<file path="src/rtl/pdp8_pkg.sv">
// Shared front-panel definitions for the PDP-8: sequencer state encodings
// and the ordering used when several panel events arrive in the same cycle.
package pdp8_pkg;

  localparam logic [2:0] ST_HALTED   = 3'd0;
  localparam logic [2:0] ST_CLEARING = 3'd1;
  localparam logic [2:0] ST_RUNNING  = 3'd2;
  localparam logic [2:0] ST_STEPPING = 3'd3;
  localparam logic [2:0] ST_STOPPING = 3'd4;

  // Field order doubles as priority order: clr is the MSB and wins.
  typedef struct packed {
    logic clr;
    logic halt;
    logic run;
    logic step;
  } panel_ev_t;

  function automatic panel_ev_t ev_priority(input panel_ev_t ev);
    panel_ev_t win;
    win = '0;
    if (ev.clr)       win.clr  = 1'b1;
    else if (ev.halt) win.halt = 1'b1;
    else if (ev.run)  win.run  = 1'b1;
    else if (ev.step) win.step = 1'b1;
    return win;
  endfunction

endpackage

</file>
<file path="src/rtl/front_panel_ctrl_if.sv">
// Operator switches, CPU handshake and panel outputs of the run/halt sequencer.
interface front_panel_ctrl_if;
  logic sw_CLEAR;
  logic sw_RUN;
  logic sw_HALT;
  logic sw_STEP;
  logic instDone;
  logic hltInst;
  logic cpuRun;
  logic cpuClear;
  logic runLed;

  modport master (
    output sw_CLEAR, sw_RUN, sw_HALT, sw_STEP, instDone, hltInst,
    input  cpuRun, cpuClear, runLed
  );

  modport slave (
    input  sw_CLEAR, sw_RUN, sw_HALT, sw_STEP, instDone, hltInst,
    output cpuRun, cpuClear, runLed
  );
endinterface

</file>
<file path="src/rtl/sw_debounce.sv">
// One operator switch: 2-FF synchronizer, stability counter and a registered
// one-cycle event on each accepted rising level.
module sw_debounce #(
  parameter int DEBOUNCE_CYCLES = 16
) (
  input  logic clk,
  input  logic rst,
  input  logic sw,
  output logic ev
);

  localparam int CW = $clog2(DEBOUNCE_CYCLES);
  localparam logic [CW-1:0] CNT_LAST = CW'(DEBOUNCE_CYCLES - 1);

  logic          sync1_reg;
  logic          sync2_reg;
  logic          level_reg;
  logic          prev_reg;
  logic          ev_reg;
  logic [CW-1:0] cnt_reg;

  always_ff @(posedge clk or posedge rst) begin
    if (rst) begin
      sync1_reg <= 1'b0;
      sync2_reg <= 1'b0;
      level_reg <= 1'b0;
      prev_reg  <= 1'b0;
      ev_reg    <= 1'b0;
      cnt_reg   <= '0;
    end else begin
      sync1_reg <= sw;
      sync2_reg <= sync1_reg;
      prev_reg  <= level_reg;
      ev_reg    <= level_reg & ~prev_reg;
      // Level flips on the Nth consecutive disagreeing sample; any agreement restarts.
      if (sync2_reg != level_reg) begin
        if (cnt_reg == CNT_LAST) begin
          level_reg <= sync2_reg;
          cnt_reg   <= '0;
        end else begin
          cnt_reg <= cnt_reg + 1'b1;
        end
      end else begin
        cnt_reg <= '0;
      end
    end
  end

  assign ev = ev_reg;

endmodule

</file>
<file path="src/rtl/front_panel_ctrl.sv">
// PDP-8 front-panel run/halt sequencer: conditions the panel switches and gates
// the CPU sequencer so halts only land on instruction boundaries.
module front_panel_ctrl
  import pdp8_pkg::*;
#(
  parameter int DEBOUNCE_CYCLES = 16,
  parameter int CLEAR_CYCLES    = 4
) (
  input logic              SYSCLK,
  input logic              RESET,
  front_panel_ctrl_if.slave pnl
);

  localparam int CLR_W = (CLEAR_CYCLES > 1) ? $clog2(CLEAR_CYCLES) : 1;
  localparam logic [CLR_W-1:0] CLR_LAST = CLR_W'(CLEAR_CYCLES - 1);

  logic [3:0] raw_sw;
  logic [3:0] ev_raw;
  panel_ev_t  ev;

  assign raw_sw = {pnl.sw_CLEAR, pnl.sw_HALT, pnl.sw_RUN, pnl.sw_STEP};

  genvar gi;
  generate
    for (gi = 0; gi < 4; gi++) begin : g_sw
      sw_debounce #(.DEBOUNCE_CYCLES(DEBOUNCE_CYCLES)) u_db (
        .clk (SYSCLK),
        .rst (RESET),
        .sw  (raw_sw[gi]),
        .ev  (ev_raw[gi])
      );
    end
  endgenerate

  assign ev = ev_priority(panel_ev_t'(ev_raw));

  logic [2:0]       state_reg;
  logic [2:0]       state_next;
  logic [CLR_W-1:0] clr_cnt_reg;
  logic [CLR_W-1:0] clr_cnt_next;

  always_comb begin
    state_next   = state_reg;
    clr_cnt_next = clr_cnt_reg;
    case (state_reg)
      ST_HALTED: begin
        if (ev.clr) begin
          state_next   = ST_CLEARING;
          clr_cnt_next = CLR_LAST;
        end else if (ev.run) begin
          state_next = ST_RUNNING;
        end else if (ev.step) begin
          state_next = ST_STEPPING;
        end
      end
      ST_CLEARING: begin
        if (clr_cnt_reg == '0) state_next = ST_HALTED;
        else                   clr_cnt_next = clr_cnt_reg - 1'b1;
      end
      ST_RUNNING: begin
        // A panel halt coinciding with an instruction boundary stops right away.
        if (pnl.instDone && pnl.hltInst) state_next = ST_HALTED;
        else if (ev.halt)                state_next = pnl.instDone ? ST_HALTED : ST_STOPPING;
      end
      ST_STEPPING, ST_STOPPING: begin
        if (pnl.instDone) state_next = ST_HALTED;
      end
      default: state_next = ST_HALTED;
    endcase
  end

  always_ff @(posedge SYSCLK or posedge RESET) begin
    if (RESET) begin
      state_reg   <= ST_HALTED;
      clr_cnt_reg <= '0;
    end else begin
      state_reg   <= state_next;
      clr_cnt_reg <= clr_cnt_next;
    end
  end

  assign pnl.cpuRun   = (state_reg == ST_RUNNING) || (state_reg == ST_STEPPING) ||
                        (state_reg == ST_STOPPING);
  assign pnl.cpuClear = (state_reg == ST_CLEARING);
  assign pnl.runLed   = pnl.cpuRun;

endmodule

</file>
<file path="src/flat_wrapper.sv">
// flat-port wrapper written by rule: the top's interface ports become plain ports
module front_panel_ctrl_flat import pdp8_pkg::*;
#(
  parameter int DEBOUNCE_CYCLES = 16,
  parameter int CLEAR_CYCLES    = 4
)
  (SYSCLK, RESET, pnl_sw_CLEAR, pnl_sw_RUN, pnl_sw_HALT, pnl_sw_STEP, pnl_instDone, pnl_hltInst, pnl_cpuRun, pnl_cpuClear, pnl_runLed);
  front_panel_ctrl_if pnl_i ();
  input logic SYSCLK;
  input logic RESET;
  input wire logic [$bits(pnl_i.sw_CLEAR)-1:0] pnl_sw_CLEAR;
  input wire logic [$bits(pnl_i.sw_RUN)-1:0] pnl_sw_RUN;
  input wire logic [$bits(pnl_i.sw_HALT)-1:0] pnl_sw_HALT;
  input wire logic [$bits(pnl_i.sw_STEP)-1:0] pnl_sw_STEP;
  input wire logic [$bits(pnl_i.instDone)-1:0] pnl_instDone;
  input wire logic [$bits(pnl_i.hltInst)-1:0] pnl_hltInst;
  output wire logic [$bits(pnl_i.cpuRun)-1:0] pnl_cpuRun;
  output wire logic [$bits(pnl_i.cpuClear)-1:0] pnl_cpuClear;
  output wire logic [$bits(pnl_i.runLed)-1:0] pnl_runLed;
  assign pnl_i.sw_CLEAR = pnl_sw_CLEAR;
  assign pnl_i.sw_RUN = pnl_sw_RUN;
  assign pnl_i.sw_HALT = pnl_sw_HALT;
  assign pnl_i.sw_STEP = pnl_sw_STEP;
  assign pnl_i.instDone = pnl_instDone;
  assign pnl_i.hltInst = pnl_hltInst;
  assign pnl_cpuRun = pnl_i.cpuRun;
  assign pnl_cpuClear = pnl_i.cpuClear;
  assign pnl_runLed = pnl_i.runLed;
  front_panel_ctrl #(.DEBOUNCE_CYCLES(DEBOUNCE_CYCLES), .CLEAR_CYCLES(CLEAR_CYCLES)) u_core (.SYSCLK(SYSCLK), .RESET(RESET), .pnl(pnl_i));
endmodule
</file>
<file path="config.mk">
export PLATFORM = sky130hd
export DESIGN_NAME = front_panel_ctrl_flat
export DESIGN_NICKNAME = d
export VERILOG_FILES = /design/src/rtl/pdp8_pkg.sv /design/src/rtl/front_panel_ctrl_if.sv /design/src/rtl/sw_debounce.sv /design/src/rtl/front_panel_ctrl.sv /design/src/flat_wrapper.sv
export SDC_FILE = /design/constraint.sdc
export NUM_CORES = 1
export LEC_CHECK = 0
export BUFFER_PORTS_ARGS = -buffer_cell sky130_fd_sc_hd__buf_2
export CAP_MARGIN = 20
export CELL_PAD_IN_SITES_DETAIL_PLACEMENT = 0
export CELL_PAD_IN_SITES_GLOBAL_PLACEMENT = 1
export CORE_MARGIN = 1
export CORE_UTILIZATION = 40
export DETAILED_ROUTE_END_ITERATION = 16
export GPL_ROUTABILITY_DRIVEN = 1
export PLACE_DENSITY = 0.74
export SLEW_MARGIN = 20
export SYNTH_ARGS = -nofsm -noshare
export SYNTH_HDL_FRONTEND = slang
export SYNTH_SLANG_ARGS = --single-unit
</file>
<file path="constraint.sdc">
create_clock -name SYSCLK -period 3.8 [get_ports SYSCLK]
set_clock_uncertainty 0.15 [all_clocks]
set_input_delay 0.19 -clock SYSCLK [delete_from_list [all_inputs] [get_ports SYSCLK]]
set_output_delay 0.19 -clock SYSCLK [all_outputs]
set_load 0.01 [all_outputs]
</file>
==> flow_summary.json, run 1 <==
{
  "area_growth_pct": 13.4,
  "r2r_start": "u_core.clr_cnt_reg[0]",
  "cpLargestDelayFamily": "flip-flops",
  "crit_cells": 6,
  "cap_violations": 0,
  "utilization_pct": 47.5,
  "yosysUniqueCellTypes": 29,
  "min_to": "u_core.state_reg[1]",
  "cts_sinks": 41,
  "ios": 11,
  "crit_arrival_ns": 1.70,
  "portBuffers": 10,
  "hpwlAfterDp_um": 1590,
  "vdd_drop_max_mv": 0.241,
  "start_util_pct": 41.9,
  "met2_usage_pct": 21.3,
  "antenna_found_initial": 0,
  "die_width_um": 66.9,
  "via_count": 1045,
  "status": "completed",
  "met1_usage_pct": 16.4,
  "clk_path_buf_depth": 2,
  "hold_depth": 4,
  "finalCriticalPeriod_ns": 1.68,
  "placed_cell_area_um2": 1780,
  "drt-pass1-iter-count": 4,
  "max_freq_mhz": 595,
  "clk_pin_slew_ns": 0.07,
  "via_per_inst": 5.10,
  "worstSetupEndpointType": "flip-flop",
  "min-delay-start": "pnl_hltInst",
  "place_congestion": 0.753,
  "synth_fp_nets": 148,
  "wirelength_um": 2380,
  "finalSetupViolations": 0,
  "path_cells": "inv_1, ha_1, nor2_1, a22oi_1, o211ai_2, mux2_1",
  "async_reset_ff_share_pct": 100,
  "rows": 23,
  "finalMaxSlewViolations": 0,
  "cts-root-buf": "clkbuf_8",
  "power_uw": 1030,
  "slew_headroom_pct": 67.5,
  "n_antenna_cell": 0,
  "rr_endpoint": "u_core.state_reg[0]",
  "synth_edf_count": 0,
  "worst_path_largest_cell_delay_ns": 0.38,
  "drc": 0,
  "synth_seq_area_share_pct": 60.8,
  "ant_nets": 0,
  "largest_reg_flops": 16,
  "cts_tree": "yes",
  "slowest_stage": "dfrtp_1",
  "hold_viol_final": 0,
  "syn-cell-area_um2": 1690,
  "grt_pass1_wl_um": 4420,
  "gr-usage-met3_pct": 5.14,
  "final_cell_area_um2": 1910,
  "netlist_instances": 135,
  "final_layout_size_suffix_gt1_share_pct": 17.4,
  "layout.nets": 168,
  "overflow": 0,
  "timing.final.crit_share_pct": 44.3,
  "final_common_cell": "dfrtp_1",
  "gr-usage-all-layers_pct": 13.5,
  "r2r_cells": 6,
  "worstMarginPinSlew_ns": 0.488,
  "p_per_area_nw_per_um2": 541,
  "clk_latency_ns": 0.29,
  "worstPathMaxFanout": 4,
  "leakage_uw": 0.000874,
  "ys_ff_latch": 41,
  "worstSetupPathType": "flip-flop to flip-flop",
  "drt_iter0_drc": 42,
  "top_usage_layer": "met2",
  "syn_area_per_cell_um2": 12.5,
  "rsz0062_at_grt": "no",
  "dieArea_um2": 4480,
  "die_h_um": 66.9,
  "startpoint_type": "flip-flop",
  "core-area_um2": 4030,
  "layout_common_cells": "dfrtp_1, nor2_1, a21oi_1, buf_2",
  "ys_warn_count": 0,
  "setup_tns_ns": 0,
  "required_ns": 3.82,
  "r2r_slack_ns": 2.12,
  "wl_per_cell_um": 11.6,
  "cts_made_buffers": 5,
  "h-tree-depth": 2,
  "grt_max_degree": 42,
  "grt_pass1_vias": 1046,
  "hold_class": "input port to flip-flop",
  "path_buf_inv": 1,
  "ys.flop_type": "dfrtp_1"
}
per-stage QoR:
stage / instances / setup WS (ns) / hold slack, ns
finish: 205 / 2.12 / 0.103
global route: 205 / 1.99 / 0.139
CTS: 205 / 2.11 / 0.0963
detailed placement: 193 / 2.13 / 0.150
global placement: 193 / 2.18 / 0.149
floorplan: 135 / 2.25 / 0.0714
cell type report:
class	instances	area, um^2
inverters	8	30.0
clock buffers	7	86.3
flip-flops and latches	41	1030
well taps	50	62.6
multi-input cells	83	601
fillers	381	2120
repair buffers	16	108
worst min-delay path, cell delays in order:
cell      delay [ns]
buf_2           0.08
o21ai_1         0.08
o311ai_4        0.08
o21ai_0         0.07
power by group:
part,switching (uW),internal (uW)
logic,112,118
registers,50.7,475
clock network,135,144
synthesized netlist by cell type (2+ instances only):
master | instances | share of area (%)
a21oi_1 | 10 | 3.0
a311oi_1 | 2 | 1.0
buf_6 | 2 | 1.3
dfrtp_1 | 41 | 61
ha_1 | 5 | 3.7
inv_1 | 8 | 1.8
mux2_1 | 2 | 1.3
mux2_2 | 5 | 3.3
nand2_1 | 2 | 0.45
nand3_1 | 4 | 1.2
nand4b_1 | 4 | 2.1
nor2_1 | 13 | 2.9
nor2b_1 | 8 | 3.0
nor3_1 | 2 | 0.59
nor3b_1 | 2 | 0.89
o21ai_0 | 5 | 1.5
xnor2_1 | 8 | 4.2
worst max-delay path by stage:
stage,start,to,slack [ns]
after floorplan,u_core.clr_cnt_reg[0],u_core.state_reg[0],2.25
after global placement,u_core.clr_cnt_reg[0],u_core.state_reg[0],2.18
after detailed placement,u_core.clr_cnt_reg[0],u_core.state_reg[2],2.13
after CTS,u_core.clr_cnt_reg[0],u_core.state_reg[0],2.11
after global routing,u_core.clr_cnt_reg[0],u_core.state_reg[2],1.99
final,u_core.clr_cnt_reg[0],u_core.state_reg[0],2.12
logic make-up (layout without fill, tap and decap cells):
| family | count (synthesis) | after routing | share of synthesized area, % |
|---|---|---|---|
| DFF | 41 | 41 | 60.8 |
| and+or+nand+nor | 38 | 38 | 12.5 |
| AOI/OAI and AO/OA | 24 | 24 | 10.0 |
| buffers and inverters | 11 | 31 | 3.56 |
| xor gates and xnor gates | 8 | 8 | 4.15 |
| muxes | 8 | 8 | 5.27 |
| adders and majority gates | 5 | 5 | 3.71 |
routing by layer:
metal	part of all wire (%)	vias to the layer above	wire length, um
li1	-	504	-
met1	47	519	1120
met2	47	19	1120
met3	4.7	3	112
met4	1.1	0	27
met5	0	-	0
what timing repair did:
item,CTS,global route
resized for setup,0,0
endpoints found under the hold margin,45,0
buffers inserted,0,0
hold buffers,5,0
No activity file was read; power rests on OpenSTA's default activity.
==> run 2, diff against run 1 <==
--- a/config.mk
+++ b/config.mk
@@ -5,6 +5,7 @@
 export SDC_FILE = /design/constraint.sdc
 export NUM_CORES = 1
 export LEC_CHECK = 0
+export ABC_AREA = 1
 export BUFFER_PORTS_ARGS = -buffer_cell sky130_fd_sc_hd__buf_2
 export CAP_MARGIN = 20
 export CELL_PAD_IN_SITES_DETAIL_PLACEMENT = 0
@@ -13,7 +14,7 @@
 export CORE_UTILIZATION = 40
 export DETAILED_ROUTE_END_ITERATION = 16
 export GPL_ROUTABILITY_DRIVEN = 1
-export PLACE_DENSITY = 0.74
+export PLACE_DENSITY = 0.79
 export SLEW_MARGIN = 20
 export SYNTH_ARGS = -nofsm -noshare
 export SYNTH_HDL_FRONTEND = slang
==> constraint.sdc (replaced) <==
create_clock -name SYSCLK -period 1.5 [get_ports SYSCLK]
set_clock_uncertainty 0.15 [all_clocks]
set_input_delay 0.075 -clock SYSCLK [delete_from_list [all_inputs] [get_ports SYSCLK]]
set_output_delay 0.075 -clock SYSCLK [all_outputs]
set_load 0.01 [all_outputs]
==> flow_summary.json, run 2 <==
{
  "swShare_pct": 29.3,
  "synth_most_common_cell": "dfrtp_1",
  "antenna_found_initial": 0,
  "area_growth_pct": 19.8,
  "finalSetupViolations": 0,
  "synth_seq_area_share_pct": 62.3,
  "yosysUniqueCellTypes": 23,
  "worstSetupEndpointType": "primary output",
  "h-tree-depth": 2,
  "yosys.area.top_type": "dfrtp_1",
  "cts-root-buf": "clkbuf_8",
  "via_per_inst": 4.65,
  "gr-usage-all-layers_pct": 14.1,
  "ios": 11,
  "wirelength_um": 2350,
  "ys_top_cells_by_area": "dfrtp_1, nor2_1, nand2_1, ha_1, inv_1",
  "vdd_drop_max_mv": 0.693,
  "status": "completed",
  "startpoint_type": "flip-flop",
  "worst_path_largest_cell_delay_ns": 0.45,
  "worstMarginPinSlew_ns": 0.482,
  "hold_viol_final": 0,
  "ys_warn_count": 0,
  "drt-pass1-iter-count": 4,
  "cts_made_buffers": 5,
  "rows": 22,
  "p_sw_uw": 905,
  "p_comb_share_pct": 23.7,
  "cap_violations": 0,
  "via_count": 1065,
  "synth_fp_nets": 170,
  "multi_input_area_um2": 557,
  "register_area_um2": 1030,
  "final_common_cell": "dfrtp_1",
  "worstSetupPathType": "flip-flop to primary output",
  "r2r_slack_ns": 0.14,
  "required_ns": 1.27,
  "hold_class": "input port to flip-flop",
  "grt_max_degree": 42,
  "p_int_uw": 2180,
  "p_per_area_nw_per_um2": 1560,
  "max_freq_mhz": 709,
  "seq_power_share_pct": 42.8,
  "r2r_cells": 7,
  "placed_cell_area_um2": 1760,
  "leakage_uw": 0.00102,
  "clk_path_buf_depth": 2,
  "largest_reg_flops": 16,
  "drt_iter0_drc": 48,
  "path_cells": "nor2_4, nand2_4, inv_2, buf_6",
  "drc": 0,
  "cpLargestDelayFamily": "flip-flops",
  "setup_tns_ns": 0,
  "final_cell_area_um2": 1970,
  "dieArea_um2": 4380,
  "yosys.area.top_type_share_pct": 62.3,
  "timing.final.crit_share_pct": 94.0,
  "ys.flop_type": "dfrtp_1",
  "final_layout_size_suffix_gt1_share_pct": 19.9,
  "rr_endpoint": "u_core.state_reg[0]",
  "syn_area_per_cell_um2": 10.5,
  "finalMaxSlewViolations": 0,
  "synth_edf_count": 0,
  "clk_pin_slew_ns": 0.08,
  "wl_per_cell_um": 10.3,
  "utilization_pct": 51.9,
  "power_frac_clock_pct": 33.5,
  "async_reset_ff_share_pct": 100,
  "r2r_start": "u_core.state_reg[0]",
  "startpoint": "u_core.state_reg[2]",
  "syn-cell-area_um2": 1650,
  "die_h_um": 66.2,
  "crit_path_end": "pnl_cpuClear",
  "n_antenna_cell": 0,
  "grt_pass1_vias": 1120,
  "slew_headroom_pct": 67.9,
  "ant_nets": 0,
  "crit_arrival_ns": 1.19,
  "place_congestion": 0.680,
  "layout.nets": 193,
  "hpwlAfterDp_um": 1660,
  "finalCriticalPeriod_ns": 1.41,
  "worstPathMaxFanout": 5,
  "cts_tree": "yes",
  "grt_pass1_wl_um": 4510,
  "fillers": 360,
  "portBuffers": 10,
  "ys_ff_latch": 41,
  "layout_common_cells": "dfrtp_1, nor2_1, nand2_1",
  "clk_latency_ns": 0.29,
  "synth.top_cells.by_count": "dfrtp_1, nor2_1, nand2_1",
  "start_util_pct": 43.3,
  "hold_slack_ns": 0.157,
  "slowest_stage": "dfrtp_2",
  "netlist_instances": 157,
  "die_width_um": 66.2,
  "cts_sinks": 41,
  "postCtsSetupBuffers": 0,
  "core-area_um2": 3800,
  "overflow": 0,
  "crit_cells": 4,
  "path_buf_inv": 2
}
-- run 2: routing by layer --
metal	vias up	GRT usage [%]	wire length (um)
met4	0	7.18	43
met1	504	15.7	1040
met5	-	0	0
met2	22	23.6	1160
met3	6	5.17	107
li1	533	-	-
-- run 2: per-stage QoR --
| stage | power [uW] | std cells | setup slack (ns) |
|---|---|---|---|
| 2_1_floorplan | 1880 | 157 | 0.236 |
| 3_3_place_gp | 1980 | 215 | 0.204 |
| 3_5_place_dp | 2020 | 215 | 0.137 |
| 4_1_cts | 3080 | 229 | 0.0340 |
| 5_1_grt | 3300 | 229 | -0.00502 |
| 6_report | 3080 | 229 | 0.0895 |
-- run 2: how the worst min path moves through the flow --
| stage | from | to | slack (ns) | cells past startpoint |
|---|---|---|---|---|
| floorplan | pnl_sw_STEP | u_core.g_sw[0].u_db.sync1_reg | -0.04 | 0 |
| global placement | pnl_sw_STEP | u_core.g_sw[0].u_db.sync1_reg | 0.03 | 1 |
| detailed placement | pnl_sw_HALT | u_core.g_sw[2].u_db.sync1_reg | 0.03 | 1 |
| CTS | pnl_hltInst | u_core.state_reg[0] | 0.15 | 7 |
| global route | pnl_hltInst | u_core.state_reg[1] | 0.19 | 7 |
| finish | pnl_hltInst | u_core.state_reg[0] | 0.16 | 7 |
-- run 2: area by class of cell --
| class | instances | share of cell area, % |
|---|---|---|
| timing repair buffer | 17 | 6.28 |
| inverter | 18 | 3.43 |
| clock buffer | 5 | 3.49 |
| multi-input combinational | 97 | 28.2 |
| tap | 48 | 3.05 |
| clock inverter | 3 | 3.30 |
| sequential | 41 | 52.2 |
-- run 2: worst register-to-register path: stages, from the launching register on --
cell     delay [ns]
dfrtp_2        0.46
nor2_1         0.17
nand2_1        0.11
nor2_2         0.17
nor2_4         0.06
nand3_2        0.07
nand2_1        0.06
nand2_1        0.05
-- run 2: power groups by stage --
stage	sequential [uW]	clock, uW	combinational, uW
3_3_place_gp	1320	0	666
6_report	1320	1030	731
4_1_cts	1300	1070	709
5_1_grt	1340	1110	855
3_5_place_dp	1320	0	695
2_1_floorplan	1300	0	575
-- run 2: cell families after synthesis --
kind of cell	share of synthesized area, %
xor+xnor	5.32
fa+ha+maj	3.80
simple gates	20.3
flops	62.3
buf+inv	4.56
compound gates	3.72
-- run 2: timing repair --
| action | in CTS | in global routing |
|---|---|---|
| cloned | 0 | 0 |
| gates resized for setup | 1 | 8 |
| hold buffers | 6 | 0 |
| pin swaps | 0 | 1 |
| endpoints found under the setup margin | 2 | 3 |
| hold endpoints to repair | 46 | 0 |
